**src/rtl/dadda_mac_acc_8.sv**
```systemverilog
// Purpose : streaming 8x8 unsigned multiply-accumulate; sums N_TERMS Dadda/CSA products per output block.
// Latency : last pair of a block accepted in cycle t -> out_valid visible in cycle t+3.
// Backpr. : in_ready drops once a block's N_TERMS pairs are accepted; out_sum is held until out_ready.
//
// Ports:
//   clk, rst              rising-edge clock, synchronous active-high reset
//   in_valid/in_ready     operand pair handshake, in_a/in_b unsigned 8-bit operands
//   out_valid/out_ready   block result handshake, out_sum = sum of N_TERMS products
//   busy                  a block has started (first pair accepted) and is not yet delivered
module dadda_mac_acc_8 #(
    parameter int N_TERMS = 8,
    parameter int ACC_W   = 24
) (
    input  logic             clk,
    input  logic             rst,
    input  logic             in_valid,
    output logic             in_ready,
    input  logic [7:0]       in_a,
    input  logic [7:0]       in_b,
    output logic             out_valid,
    input  logic             out_ready,
    output logic [ACC_W-1:0] out_sum,
    output logic             busy
);

    // Counters must be able to hold the value N_TERMS itself.
    localparam int CNT_W = $clog2(N_TERMS + 1);
    localparam logic [CNT_W-1:0] LAST_CNT = CNT_W'(N_TERMS);
    localparam logic [CNT_W-1:0] CNT_ONE  = CNT_W'(1);

    typedef enum logic [1:0] {
        ACC   = 2'd0,
        DRAIN = 2'd1,
        DONE  = 2'd2
    } state_t;

    // 3:2 carry-save compressor on 16-bit rows: returns {carry_row, sum_row}.
    // Bits carried out of bit 15 are dropped; the full product fits in 16 bits,
    // so every row sum stays exact modulo 2^16.
    function automatic logic [31:0] csa3(input logic [15:0] x, input logic [15:0] y,
                                         input logic [15:0] z);
        logic [15:0] s;
        logic [15:0] m;
        s = x ^ y ^ z;
        m = (x & y) | (x & z) | (y & z);
        return {m[14:0], 1'b0, s};
    endfunction

    // 8x8 unsigned multiplier. Eight partial-product rows are reduced with
    // carry-save stages following the Dadda height sequence 8 -> 6 -> 4 -> 3 -> 2,
    // then a single carry-propagate add produces the product.
    function automatic logic [15:0] dadda_mult_CSA_8(input logic [7:0] a, input logic [7:0] b);
        logic [15:0] pp [8];
        logic [31:0] r1, r2, r3, r4, r5, r6;
        for (int i = 0; i < 8; i++) begin
            pp[i] = {8'd0, a & {8{b[i]}}} << i;
        end
        // 8 rows -> 6 rows
        r1 = csa3(pp[0], pp[1], pp[2]);
        r2 = csa3(pp[3], pp[4], pp[5]);
        // 6 rows -> 4 rows
        r3 = csa3(r1[15:0], r1[31:16], r2[15:0]);
        r4 = csa3(r2[31:16], pp[6], pp[7]);
        // 4 rows -> 3 rows
        r5 = csa3(r3[15:0], r3[31:16], r4[15:0]);
        // 3 rows -> 2 rows
        r6 = csa3(r5[15:0], r5[31:16], r4[31:16]);
        return r6[15:0] + r6[31:16];
    endfunction

    state_t             state_q,    state_d;
    logic [7:0]         a_q,        a_d;
    logic [7:0]         b_q,        b_d;
    logic               v0_q,       v0_d;
    logic [15:0]        p_q,        p_d;
    logic               v1_q,       v1_d;
    logic [ACC_W-1:0]   acc_q,      acc_d;
    logic [CNT_W-1:0]   acc_cnt_q,  acc_cnt_d;
    logic [CNT_W-1:0]   done_cnt_q, done_cnt_d;
    logic               accept;
    logic               out_fire;

    always_comb begin
        // Outputs are forced idle while reset is asserted, even before the
        // reset edge has cleared the state register.
        in_ready  = ~rst & (state_q == ACC);
        out_valid = ~rst & (state_q == DONE);
        out_sum   = rst ? '0 : acc_q;
        busy      = ~rst & ((state_q != ACC) | (acc_cnt_q != '0));
        accept    = in_valid & in_ready;
        out_fire  = out_valid & out_ready;

        state_d    = state_q;
        a_d        = a_q;
        b_d        = b_q;
        v0_d       = accept;
        p_d        = dadda_mult_CSA_8(a_q, b_q);
        v1_d       = v0_q;
        acc_d      = acc_q;
        acc_cnt_d  = acc_cnt_q;
        done_cnt_d = done_cnt_q;

        // P0 capture
        if (accept) begin
            a_d = in_a;
            b_d = in_b;
        end

        // P2 accumulate; runs in any state because products of a block may
        // still be in flight after the FSM has left ACC.
        if (v1_q) begin
            acc_d      = acc_q + ACC_W'(p_q);
            done_cnt_d = done_cnt_q + CNT_ONE;
        end

        case (state_q)
            ACC: begin
                if (accept) begin
                    acc_cnt_d = acc_cnt_q + CNT_ONE;
                    if (acc_cnt_d == LAST_CNT) begin
                        state_d = DRAIN;
                    end
                end
            end
            DRAIN: begin
                if (v1_q && (done_cnt_d == LAST_CNT)) begin
                    state_d = DONE;
                end
            end
            DONE: begin
                if (out_fire) begin
                    acc_d      = '0;
                    acc_cnt_d  = '0;
                    done_cnt_d = '0;
                    state_d    = ACC;
                end
            end
            default: begin
                state_d = ACC;
            end
        endcase
    end

    always_ff @(posedge clk) begin
        if (rst) begin
            state_q    <= ACC;
            a_q        <= '0;
            b_q        <= '0;
            v0_q       <= 1'b0;
            p_q        <= '0;
            v1_q       <= 1'b0;
            acc_q      <= '0;
            acc_cnt_q  <= '0;
            done_cnt_q <= '0;
        end else begin
            state_q    <= state_d;
            a_q        <= a_d;
            b_q        <= b_d;
            v0_q       <= v0_d;
            p_q        <= p_d;
            v1_q       <= v1_d;
            acc_q      <= acc_d;
            acc_cnt_q  <= acc_cnt_d;
            done_cnt_q <= done_cnt_d;
        end
    end

endmodule

```
**config.mk**
```make
export PLATFORM = sky130hd
export DESIGN_NAME = dadda_mac_acc_8
export DESIGN_NICKNAME = d
export VERILOG_FILES = /design/src/rtl/dadda_mac_acc_8.sv
export SDC_FILE = /design/constraint.sdc
export NUM_CORES = 1
export LEC_CHECK = 0
export ABC_AREA = 1
export CAP_MARGIN = 15
export CELL_PAD_IN_SITES_DETAIL_PLACEMENT = 1
export CELL_PAD_IN_SITES_GLOBAL_PLACEMENT = 1
export CORE_MARGIN = 4
export CORE_UTILIZATION = 40
export DETAILED_ROUTE_END_ITERATION = 8
export PLACE_DENSITY_LB_ADDON = 0.1
export SETUP_SLACK_MARGIN = 0.5
export SYNTH_ARGS = -nofsm -noshare
export SYNTH_HDL_FRONTEND = slang
export SYNTH_SLANG_ARGS = --single-unit
```
**constraint.sdc**
```tcl
create_clock -name clk -period 8.09 [get_ports clk]
set_input_delay 0.809 -clock clk [delete_from_list [all_inputs] [get_ports clk]]
set_output_delay 0.809 -clock clk [all_outputs]
set_load 0.05 [all_outputs]
```
---- Word level (Yosys, flattened, before mapping) ----
Index checks and enable logic that the tools add are counted.
cells by class
  add/sub/neg operators ................... 4
  equal/unequal tests ..................... 8
  muxes and demuxes ....................... 15
  bitwise gates (word level) .............. 57
  reductions and logical operators ........ 7
operators with widths
  operator          number
  $mux 24           4
  $and 8x8->8       8
  $or 15x15->15     4
  $and 14x15->15    3
  $and 15x15->15    3
  $or 14x15->15     2
  $xor 14x15->15    2
  $and 11x13->13    2
  $or 13x13->13     2
  $add 24x16->24    1
  $mux 4            5
  $add 16x16->16    1
  $xor 15x16->16    1
  $xor 16x16->16    1
  $and 13x15->15    1
  $and 13x14->14    1
  $and 14x14->14    1
  $xor 13x14->14    1
  $xor 14x14->14    1
  $and 10x13->13    1
  $and 12x13->13    1
  $or 11x13->13     1
  $or 12x13->13     1
  $xor 11x13->13    1
  30 further kinds  42
word-level totals
  register bits after elaboration ......... 68
  output and inout port bits .............. 27
  word-level logic and storage cells ...... 100

---- Depth between registers and ports, before layout ----
Gate-level depths: netlist (run 1).
  word-level depth ........................ 14
  gate-level depth with buffers ........... 18

---- Least setup slack after synthesis (run 1) ----
Ideal clock, no wire load.
  kind .................................... reg-to-reg
  from .................................... register a_q[5]
  to ...................................... register p_q[13]
  setup time .............................. 0.113 ns
  data arrival time ....................... 3.693 ns
  data required time ...................... 7.977 ns
  slack ................................... 4.284 ns
  cell stages (with the launch flop) ...... 17
  path buffers ............................ 1
  period minus slack after synthesis ...... 3.806 ns
  cells stage by stage .................... dfxtp_1 > clkbuf_1 > nand2_1 > fa_1 > fa_1 > inv_1 > fa_1 > ha_1 > ha_1 > fa_1 > inv_1 > o21a_1 > o21ai_2 > a21oi_1 > nand2_1 > nand2_1 > nor2_1
between the ends
  cells in the longest elaborated chain, start to end .. 14
  elaborated cells on any way between the ends .. 51
ends and longest elaborated chain
  element                                       line  source
  from (decl)                                   72    logic [7:0] a_q, a_d;
  from (signal assigned)                        147   a_q <= '0;
  from (signal assigned)                        157   a_q <= a_d;
  $and 8x8->8                                   56    pp[i] = {8'd0, a & {8{b[i]}}} << i;
  $and 8x9->9 or $and 8x10->10 (tied branches)  45    m = (x & y) | (x & z) | (y & z);
  $or 9x10->10                                  45
  $or 10x10->10                                 45
  $and 10x11->11                                45
  $or 11x13->13                                 45
  $or 13x13->13                                 45
  $and 13x14->14                                45
  $or 14x15->15                                 45
  $or 15x15->15                                 45
  $and 15x15->15                                45
  $or 15x15->15 (2 in a row)                    45
  $add 16x16->16 *                              68    return r6[15:0] + r6[31:16];
  to (signal assigned)                          160   p_q <= p_d;
  to (decl)                                     75    logic [15:0] p_q, p_d;
Mark *: on every way between the ends. The rest lies on a longest branch, timed or not.
A chain may end at the register's enable or synchronous reset.

---- Worst setup path in the final report (run 1) ----
  from .................................... input rst
  to ...................................... output busy
between the ends
  cells in the longest elaborated chain, start to end .. 2
ends and longest elaborated chain
  element      line  source
  from (decl)  15    input logic rst,
  $not 1->1    89    busy = ~rst & ((state_q != ACC) | (acc_cnt_q != '0));
  $and 1x1->1  89
  to (decl)    23    output logic busy
Every way passes these cells.

==> impl_metrics.tcl, run 1 <==
set metrics [dict create \
    vias_in_the_first_global_route 5497 \
    r2r_cells 15 \
    floorplan.rows 43 \
    synth.net_count 948 \
    power.ir.vdd_worst_mv 0.0940 \
    insertedDiodeCount 0 \
    io_pins 47 \
    post_cts.repair.setup_buffers 0 \
    ys_seq_elements 68 \
    synth_cell_type_count 40 \
    wl_per_cell_um 14.5 \
    die-width_um 128 \
    cell_at_the_root_of_the_clock_tree "sky130_fd_sc_hd__clkbuf_16" \
    post_synthesis_cell_count 844 \
    die_h_um 128 \
    detailed_place.area_um2 6340 \
    worst_setup_path_end_kind "primary output" \
    worstReg2RegStart "a_q[5]" \
    cts_buffers 9 \
    ys_async_sr_fraction 0 \
    setup-violations-final 0 \
    dp.final_hpwl_um 12400 \
    layout.filler_cells 1839 \
    area_grow_syn2layout_pct 14.8 \
    setup_repair_after_global_routing_missed_its_margin "false" \
    p_clk_frac 0.424 \
    finalHoldWorstSlack_ns 0.443 \
    firstDrtPassIters 4 \
    r2r_end "p_q[13]" \
    routed_wirelength_um 15300 \
    cp_data_arrival_time_ns 3.41 \
    grt_max_degree 40 \
    ctsHoldBuffers 0 \
    cts-resized-gates 0 \
    leakage_power_nw 3.49 \
    final.period_utilization 0.522 \
    drtAntennaViolNets 0 \
    vias 5200 \
    start_util 0.412 \
    yosys_warnings 0 \
    critical_path.max_fanout 39 \
    maxCapViolations 0 \
    finalSetupTns_ns 0 \
    worst-endpoint-required_ns 7.28 \
    syn_avg_cell_area_um2 6.85 \
    overflow 0 \
    clock_latency_ns 0.34 \
    p_per_area_nw_per_um2 140 \
    report.final.hold_viol_count 0 \
    share_of_post_route_cells_with_drive_strength_above_1 0.0604 \
    viasPerCell 4.92 \
    cts_num_sinks 68 \
    tritoncts "yes" \
    grt_antenna_before_repair 0 \
    tightest_slew_ns 1.05 \
    power_frac_seq 0.405 \
    switchingPower_mw 0.278 \
    start_kind "primary input" \
    seq_area_frac_synth 0.235 \
    final_max_slew_viol_count 0 \
    grt.total_usage 0.195 \
    final_cell_area_um2 6640 \
    htree_num_levels 3 \
    power.share.combinational 0.170 \
    clkSlewWorstSetupHoldPaths_ns 0.06 \
    fp.dieArea_um2 16400 \
    drt-initial-drc-count 165 \
    finalNetCount 976 \
    netlist_area_um2 5780 \
    hold_path_end "v1_q" \
    mostFrequentLayoutCell "sky130_fd_sc_hd__nand2_1" \
    criticalPathCategory "primary input to primary output" \
    core_area_um2 14000 \
    post-route-util 0.473 \
    ys_top_cells_by_area "sky130_fd_sc_hd__dfxtp_1 24%, sky130_fd_sc_hd__fa_1 14%, sky130_fd_sc_hd__nand2_1 13%, sky130_fd_sc_hd__inv_1 11%, sky130_fd_sc_hd__ha_1 9.5%" \
    synthFlopType "sky130_fd_sc_hd__dfxtp_1" \
    min_path_type "register to register" \
    p_total_mw 0.929 \
    outcome "completed" \
    int_power_mw 0.651 \
    yosys.area.top_type_share 0.235 \
    max-slew-margin-rel 0.297 \
    placement.io_buffers 46 \
    worstHoldPathCells 2 \
    drc_errors 0 \
    max_freq_mhz 237 \
    gpl.final_weighted_congestion 0.834 \
    clockBufferDepth 2 \
    grt_pass1_wl_um 26000 \
    power_switching_share 0.300 \
    final.setup_skew_ns 0.0107 \
    hold_path_startpoint "v0_q" \
    fin_crit_ns 4.22 \
    layout_common_cells "201 x sky130_fd_sc_hd__nand2_1, 171 x sky130_fd_sc_hd__inv_1, 84 x sky130_fd_sc_hd__nor2_1" \
    number_of_enable_flip_flop_cells_after_synthesis 0 \
    cell_taking_the_most_area_after_synthesis "sky130_fd_sc_hd__dfxtp_1" \
    r2r_setup_slack_ns 3.95 \
]
Yosys cell counts, types with 11 or more instances:
cell                         n
sky130_fd_sc_hd__nand2_1   201
sky130_fd_sc_hd__inv_1     171
sky130_fd_sc_hd__nor2_1     84
sky130_fd_sc_hd__dfxtp_1    68
sky130_fd_sc_hd__nand3_1    56
sky130_fd_sc_hd__a21oi_1    49
sky130_fd_sc_hd__ha_1       44
sky130_fd_sc_hd__fa_1       40
sky130_fd_sc_hd__o21ai_0    24
sky130_fd_sc_hd__clkbuf_1   22
sky130_fd_sc_hd__nand2_2    11
power groups by stage:
stage / Sequential, mW / Clock (mW) / Combinational [mW]
after floorplan: 0.365 / 0 / 0.128
after global placement: 0.383 / 0 / 0.153
after detailed placement: 0.384 / 0 / 0.160
after CTS: 0.377 / 0.406 / 0.161
after global routing: 0.379 / 0.420 / 0.183
final: 0.377 / 0.394 / 0.158
logic make-up after synthesis:
logic type      count (synthesis)  synth area share
flops                          68             0.235
compound gates                 91            0.0874
xor+xnor                        6           0.00909
buf+inv                       207             0.138
simple gates                  388             0.296
fa+ha+maj                      84             0.234
cell type report:
| class | count | area, um^2 | share of cell area |
|---|---|---|---|
| repair buffers | 48 | 475 | 0.0716 |
| clock buffers | 10 | 229 | 0.0345 |
| multi-input cells | 569 | 3620 | 0.545 |
| flip-flops and latches | 68 | 1360 | 0.205 |
| clock inverters | 6 | 65.1 | 0.00980 |
| inverters | 176 | 661 | 0.0995 |
| well taps | 180 | 225 | 0.0339 |
registers in the layout, summed over array words and instances (netlist names):
register / cells
done_cnt_q: 4
a_q: 8
acc_cnt_q: 4
acc_q: 24
v0_q: 1
state_q: 2
p_q: 16
v1_q: 1
b_q: 8
metrics by stage:
stage               std cells  setup slack, ns
floorplan                 844             4.28
global placement         1041             3.80
detailed placement       1041             3.80
CTS                      1057             3.81
global route             1057             3.65
finish                   1057             3.87
critical path: stages:
cell and delay [ns]:
sky130_fd_sc_hd__clkdlybuf4s50_1 0.39, sky130_fd_sc_hd__buf_4 0.27, sky130_fd_sc_hd__inv_1 0.82, sky130_fd_sc_hd__o21ai_0 0.22, sky130_fd_sc_hd__inv_1 0.10, sky130_fd_sc_hd__clkdlybuf4s50_1 0.80
worst max path at each step:
stage | depth (start not counted) | end | slack (ns) | start
global route | 6 | busy | 3.65 | rst
CTS | 6 | busy | 3.81 | rst
global placement | 6 | busy | 3.80 | rst
floorplan | 16 | p_q[13] | 4.28 | a_q[5]
finish | 6 | busy | 3.87 | rst
detailed placement | 6 | busy | 3.80 | rst
per-layer routing:
layer,wire length [um],share of wire,global-route usage
met1,6660,0.44,0.232
met2,7970,0.52,0.359
met3,400,0.026,0.0300
met4,265,0.017,0.0612
met5,0,0,0
Note: power is estimated with default switching activity, not from simulation.
==> run 2, diff against run 1 <==
==> constraint.sdc (replaced) <==
create_clock -name clk -period 4.3 [get_ports clk]
set_input_delay 0.43 -clock clk [delete_from_list [all_inputs] [get_ports clk]]
set_output_delay 0.43 -clock clk [all_outputs]
set_load 0.05 [all_outputs]
==> run 2 against run 1 <==
  * Critical path depth up 10
  * Highest routed layer unchanged
  * Non-clock buffer count up 20
  * Sequential share of layout area down 0.41 points
  * Sequential power up 86%
  * Critical endpoint is now p_q[13]
  * Power up 87%
  * Largest cell class unchanged
==> impl_metrics.tcl, run 2 (synthesized netlist as in run 1, its figures left out) <==
set metrics [dict create \
    hold_path_startpoint "v0_q" \
    detailed_place.area_um2 6380 \
    insertedDiodeCount 0 \
    gpl.final_weighted_congestion 0.889 \
    critical_path.max_fanout 6 \
    mostFrequentLayoutCell "sky130_fd_sc_hd__nand2_1" \
    worst-endpoint-required_ns 4.53 \
    crit_path_frequent_cell "sky130_fd_sc_hd__fa_1" \
    placement.io_buffers 46 \
    grt_max_degree 31 \
    clock_latency_ns 0.35 \
    io_pins 47 \
    htree_num_levels 3 \
    drtAntennaViolNets 0 \
    layout.filler_cells 1789 \
    max-slew-margin-rel 0.665 \
    die-width_um 128 \
    largest_register "acc_q" \
    cp_data_arrival_time_ns 3.99 \
    worstHoldPathCells 2 \
    clockBufferDepth 2 \
    start_util 0.412 \
    wl_per_cell_um 15.1 \
    vias 5299 \
    worstReg2RegStart "a_q[4]" \
    largest_register_ffs 24 \
    grtUsageMet1 0.234 \
    area_grow_syn2layout_pct 20.4 \
    power_switching_share 0.312 \
    p_per_area_nw_per_um2 249 \
    vias_in_the_first_global_route 5682 \
    min_path_type "register to register" \
    cts_num_sinks 68 \
    routed_wirelength_um 16300 \
    grt_pass1_wl_um 27000 \
    fp.dieArea_um2 16400 \
    criticalPathCategory "register to register" \
    drc_errors 0 \
    overflow 0 \
    power.share.combinational 0.208 \
    power.ir.vdd_worst_mv 0.265 \
    die_h_um 128 \
    outcome "completed" \
    groute.layer.met3.usage 0.0404 \
    crit_chain "buf_4, nand2_2, fa_1, fa_1, inv_1, fa_1, ha_4, ha_4, fa_2, inv_1, o21a_1, o21ai_2, a21oi_2, nand2_1, nand2_1, nor2_1" \
    final.setup_skew_ns 0.00954 \
    worst_path_max_delay_cell "sky130_fd_sc_hd__fa_1" \
    grt.total_usage 0.204 \
    use_met2 0.378 \
    max_freq_mhz 266 \
    core_area_um2 14000 \
    cts_buffers 9 \
    report.final.hold_viol_count 0 \
    viasPerCell 4.92 \
    leakage_power_nw 3.58 \
    final_cell_area_um2 6960 \
    dp.final_hpwl_um 12700 \
    setup_repair_after_global_routing_missed_its_margin "true" \
    hold_path_end "v1_q" \
    start_kind "register" \
    drt-initial-drc-count 183 \
    final.period_utilization 0.874 \
    firstDrtPassIters 4 \
    r2r_setup_slack_ns 0.54 \
    maxCapViolations 0 \
    clkSlewWorstSetupHoldPaths_ns 0.06 \
    cell_at_the_root_of_the_clock_tree "sky130_fd_sc_hd__clkbuf_16" \
    timing.critical_path.slowest_cell_delay_ns 0.59 \
    grt_antenna_before_repair 0 \
    tritoncts "yes" \
    cp_top_family "adder cells" \
    r2r_cells 16 \
    tightest_slew_ns 0.501 \
    worst-path-buf-inv 3 \
    layout_common_cells "194 x sky130_fd_sc_hd__nand2_1, 165 x sky130_fd_sc_hd__inv_1, 83 x sky130_fd_sc_hd__nor2_1" \
    fin_crit_ns 3.76 \
    floorplan.rows 43 \
    share_of_post_route_cells_with_drive_strength_above_1 0.136 \
    final_max_slew_viol_count 0 \
    r2r_end "p_q[13]" \
    setup-violations-final 0 \
    int_power_mw 1.19 \
    finalNetCount 996 \
    power_frac_seq 0.404 \
    largestRegisters "acc_q x24, p_q x16" \
    p_clk_frac 0.388 \
    finalSetupTns_ns 0 \
    gr-max-usage-layer "met2" \
    switchingPower_mw 0.542 \
    worst_setup_path_end_kind "register" \
]
-- run 2: cell count changes in the layout (fill, tap and decap cells not counted), sizes merged --
| cell | before | now |
|---|---|---|
| buf | 2 | 21 |
| bufinv | 1 | 0 |
| clkbuf | 10 | 11 |
| clkdlybuf4s50 | 46 | 45 |
| clkinv | 5 | 4 |
| clkinvlp | 1 | 2 |
| dlymetal6s2s | 0 | 1 |
-- run 2: area by class of cell --
class                   instances  area (um^2)  area share
multi-input cells             569         3780       0.543
flip-flops and latches         68         1400       0.201
inverters                     176          661      0.0949
repair buffers                 68          638      0.0916
clock buffers                  10          229      0.0329
well taps                     180          225      0.0323
clock inverters                 5         30.0     0.00431
-- run 2: layer usage --
layer	vias to the layer above	wire, um
met5	-	0
met4	0	414
met3	26	456
met2	75	8570
met1	2524	6840
li1	2674	-
-- run 2: how the worst max path moves through the flow --
| stage | start | endpoint | slack, ns | cells after the start |
|---|---|---|---|---|
| global route | b_q[4] | p_q[13] | 0.40 | 16 |
| global placement | a_q[5] | p_q[13] | 0.30 | 15 |
| floorplan | a_q[7] | p_q[13] | 0.50 | 14 |
| finish | a_q[4] | p_q[13] | 0.54 | 16 |
| detailed placement | b_q[1] | p_q[13] | 0.23 | 15 |
| CTS | a_q[5] | p_q[13] | 0.50 | 15 |
-- run 2: through the flow --
stage               hold WS (ns)  cells  utilization  worst slack, ns  total power, mW
global placement           0.403   1045        0.455            0.303             1.02
finish                     0.407   1076        0.496            0.540             1.74
global route               0.438   1076        0.496            0.398             1.84
floorplan                  0.388    844            -            0.502            0.928
detailed placement         0.401   1045        0.455            0.225             1.03
CTS                        0.409   1061        0.481            0.500             1.73
-- run 2: worst reg2reg max path, cell delays in order (launching register included) --
cell	delay [ns]
sky130_fd_sc_hd__dfxtp_4	0.38
sky130_fd_sc_hd__buf_4	0.15
sky130_fd_sc_hd__nand2_2	0.07
sky130_fd_sc_hd__fa_1	0.45
sky130_fd_sc_hd__fa_1	0.51
sky130_fd_sc_hd__inv_1	0.05
sky130_fd_sc_hd__fa_1	0.59
sky130_fd_sc_hd__ha_4	0.22
sky130_fd_sc_hd__ha_4	0.17
sky130_fd_sc_hd__fa_2	0.39
sky130_fd_sc_hd__inv_1	0.08
sky130_fd_sc_hd__o21a_1	0.15
sky130_fd_sc_hd__o21ai_2	0.10
sky130_fd_sc_hd__a21oi_2	0.16
sky130_fd_sc_hd__nand2_1	0.07
sky130_fd_sc_hd__nand2_1	0.06
sky130_fd_sc_hd__nor2_1	0.05
-- run 2: power by group through the flow --
stage               Combinational, mW  Sequential [mW]  Clock (mW)
global route                    0.407            0.706       0.728
global placement                0.300            0.715           0
CTS                             0.332            0.705       0.691
detailed placement              0.313            0.717           0
floorplan                       0.242            0.686           0
finish                          0.361            0.701       0.674
-- run 2: what timing repair did --
item | 4_1_cts | 5_1_grt
setup buffers | 1 | 15
gates resized for setup | 29 | 38
pin swaps | 1 | 27
setup endpoints to repair | 8 | 8
hold buffers | 0 | 0
==> run 3, diff against run 2 <==
--- a/config.mk
+++ b/config.mk
@@ -10,8 +10,10 @@
 export CELL_PAD_IN_SITES_DETAIL_PLACEMENT = 1
 export CELL_PAD_IN_SITES_GLOBAL_PLACEMENT = 1
 export CORE_MARGIN = 4
-export CORE_UTILIZATION = 40
+export CORE_UTILIZATION = 35
+export CTS_CLUSTER_SIZE = 28
 export DETAILED_ROUTE_END_ITERATION = 8
+export GPL_TIMING_DRIVEN = 0
 export PLACE_DENSITY_LB_ADDON = 0.1
 export SETUP_SLACK_MARGIN = 0.5
 export SYNTH_ARGS = -nofsm -noshare
==> run 3 against run 2 <==
  * Combinational power increased by 13%
  * Sequential share of layout area shrank 1.2 points
  * Global-route usage decreased by 1.4 points
  * Via count grew 1.9%
  * Critical path depth increased by 1
  * Cell area rose by 3.8%
  * Die area grew 13%
  * Power increased by 4.9%
  * Setup slack worse by 0.15 ns
  * Non-clock buffer count is 22 higher
  * Sequential power is 3% lower
  * Largest cell class unchanged
==> impl_metrics.tcl, run 3 (synthesized netlist as in run 1, its figures left out) <==
set metrics [dict create \
    start_util 0.360 \
    drc_errors 0 \
    viasPerCell 4.76 \
    finalHoldWorstSlack_ns 0.416 \
    pre_cts_slack_ns -0.0127 \
    grt_max_degree 12 \
    worst_path_max_delay_cell "sky130_fd_sc_hd__fa_1" \
    vias_in_the_first_global_route 5841 \
    power.ir.vdd_worst_mv 0.227 \
    post-route-util 0.450 \
    insertedDiodeCount 0 \
    mostFrequentLayoutCell "sky130_fd_sc_hd__nand2_1" \
    area.sequential_um2 1370 \
    setup-violations-final 0 \
    final_cell_area_um2 7230 \
    cp_data_arrival_time_ns 4.15 \
    dp.final_hpwl_um 13600 \
    timing.critical_path.slowest_cell_delay_ns 0.57 \
    min_path_type "register to register" \
    wl_per_cell_um 15.1 \
    detailed_place.area_um2 6510 \
    final.period_utilization 0.909 \
    die_h_um 137 \
    crit_chain "buf_8, nand2_4, inv_2, fa_1, inv_2, fa_1, fa_1, inv_2, fa_1, ha_4, a21oi_4, o21a_1, o21ai_2, a21oi_2, nand2_1, nand2_1, nor2_2" \
    cts_buffers 9 \
    floorplan.rows 46 \
    grt_pass1_wl_um 27900 \
    worst-endpoint-required_ns 4.54 \
    firstDrtPassIters 4 \
    clockBufferDepth 2 \
    routed_wirelength_um 17100 \
    fp.dieArea_um2 18600 \
    worst_setup_path_end_kind "register" \
    final.setup_skew_ns 0.00802 \
    critical_path.max_fanout 7 \
    drtAntennaViolNets 0 \
    largest_register "acc_q" \
    core_area_um2 16100 \
    area_grow_syn2layout_pct 25.0 \
    fin_crit_ns 3.91 \
    clock_latency_ns 0.34 \
    leakage_power_nw 3.69 \
    max-slew-margin-rel 0.577 \
    multi_input_area_um2 3850 \
    layout.filler_cells 2010 \
    worst-path-buf-inv 4 \
    final_max_slew_viol_count 0 \
    tightest_slew_ns 0.634 \
    cell_at_the_root_of_the_clock_tree "sky130_fd_sc_hd__clkbuf_16" \
    vias 5400 \
    post-route-worst-setup-slack_ns 0.389 \
    cp_top_family "adder cells" \
    layout_common_cells "195 x sky130_fd_sc_hd__nand2_1, 167 x sky130_fd_sc_hd__inv_1, 79 x sky130_fd_sc_hd__nor2_1" \
    cts_num_sinks 68 \
    largest_register_ffs 24 \
    placement.io_buffers 46 \
    finalSetupTns_ns 0 \
    largestRegisters "acc_q x24, p_q x16" \
    ctsHoldBuffers 0 \
    share_of_post_route_cells_with_drive_strength_above_1 0.144 \
    clkSlewWorstSetupHoldPaths_ns 0.06 \
    report.final.hold_viol_count 0 \
    start_kind "register" \
    maxCapViolations 0 \
    outcome "completed" \
    criticalPathCategory "register to register" \
    io_pins 47 \
    finalNetCount 1018 \
    setup_repair_after_global_routing_missed_its_margin "true" \
    grt_antenna_before_repair 0 \
    die-width_um 137 \
    p_per_area_nw_per_um2 252 \
    htree_num_levels 3 \
    grt.total_usage 0.190 \
    max_freq_mhz 256 \
    tritoncts "yes" \
    crit_path_frequent_cell "sky130_fd_sc_hd__fa_1" \
    gpl.final_weighted_congestion 0.833 \
    overflow 0 \
    drt-initial-drc-count 119 \
]
[run 3: cell count changes in the layout (fill, tap and decap cells not counted), moves of 6 or more]
| cell | change |
|---|---|
| sky130_fd_sc_hd__buf_2 | +6 |
| sky130_fd_sc_hd__buf_8 | +6 |
| sky130_fd_sc_hd__clkbuf_1 | +9 |
| sky130_fd_sc_hd__dfxtp_1 | +10 |
| sky130_fd_sc_hd__dfxtp_4 | -9 |
[run 3: stage by stage]
stage	power (mW)	instances
2_1_floorplan	0.928	844
3_3_place_gp	1.03	1106
3_5_place_dp	1.04	1106
4_1_cts	1.83	1131
5_1_grt	1.92	1134
6_report	1.82	1134
[run 3: final timing paths]
check          from  endpoint  slack, ns  cells after the start
max          b_q[5]   p_q[13]       0.39                     17
min            v0_q      v1_q       0.42                      2
max reg2reg  b_q[5]   p_q[13]       0.39                     17
min reg2reg    v0_q      v1_q       0.42                      2
[run 3: worst min-delay path, cell delays in order, from the launching register on]
cell and delay, ns:
sky130_fd_sc_hd__dfxtp_1 0.30, sky130_fd_sc_hd__inv_1 0.04, sky130_fd_sc_hd__nor2_1 0.04
[run 3: area by class of cell]
cell class,count,area share
multi-input combinational,569,0.532
sequential,68,0.189
inverter,176,0.0914
timing repair buffer,59,0.0772
tap,216,0.0374
buffer,31,0.0336
clock buffer,11,0.0322
clock inverter,4,0.00710
[run 3: repair_timing]
action,CTS,global route
pin swaps,24,35
resized for setup,67,35
endpoints found under the setup margin,8,8
setup buffers,10,3
[run 3: power breakdown]
group,switching (mW),internal [mW]
combinational,0.246,0.163
clock,0.285,0.446
sequential,0.0184,0.663
[run 3: layer usage]
layer,wire [um],vias up,global-route usage
met1,7300,2582,0.217
met2,8950,66,0.355
met3,430,31,0.0353
met5,0,-,0
met4,398,0,0.0599
li1,-,2721,-
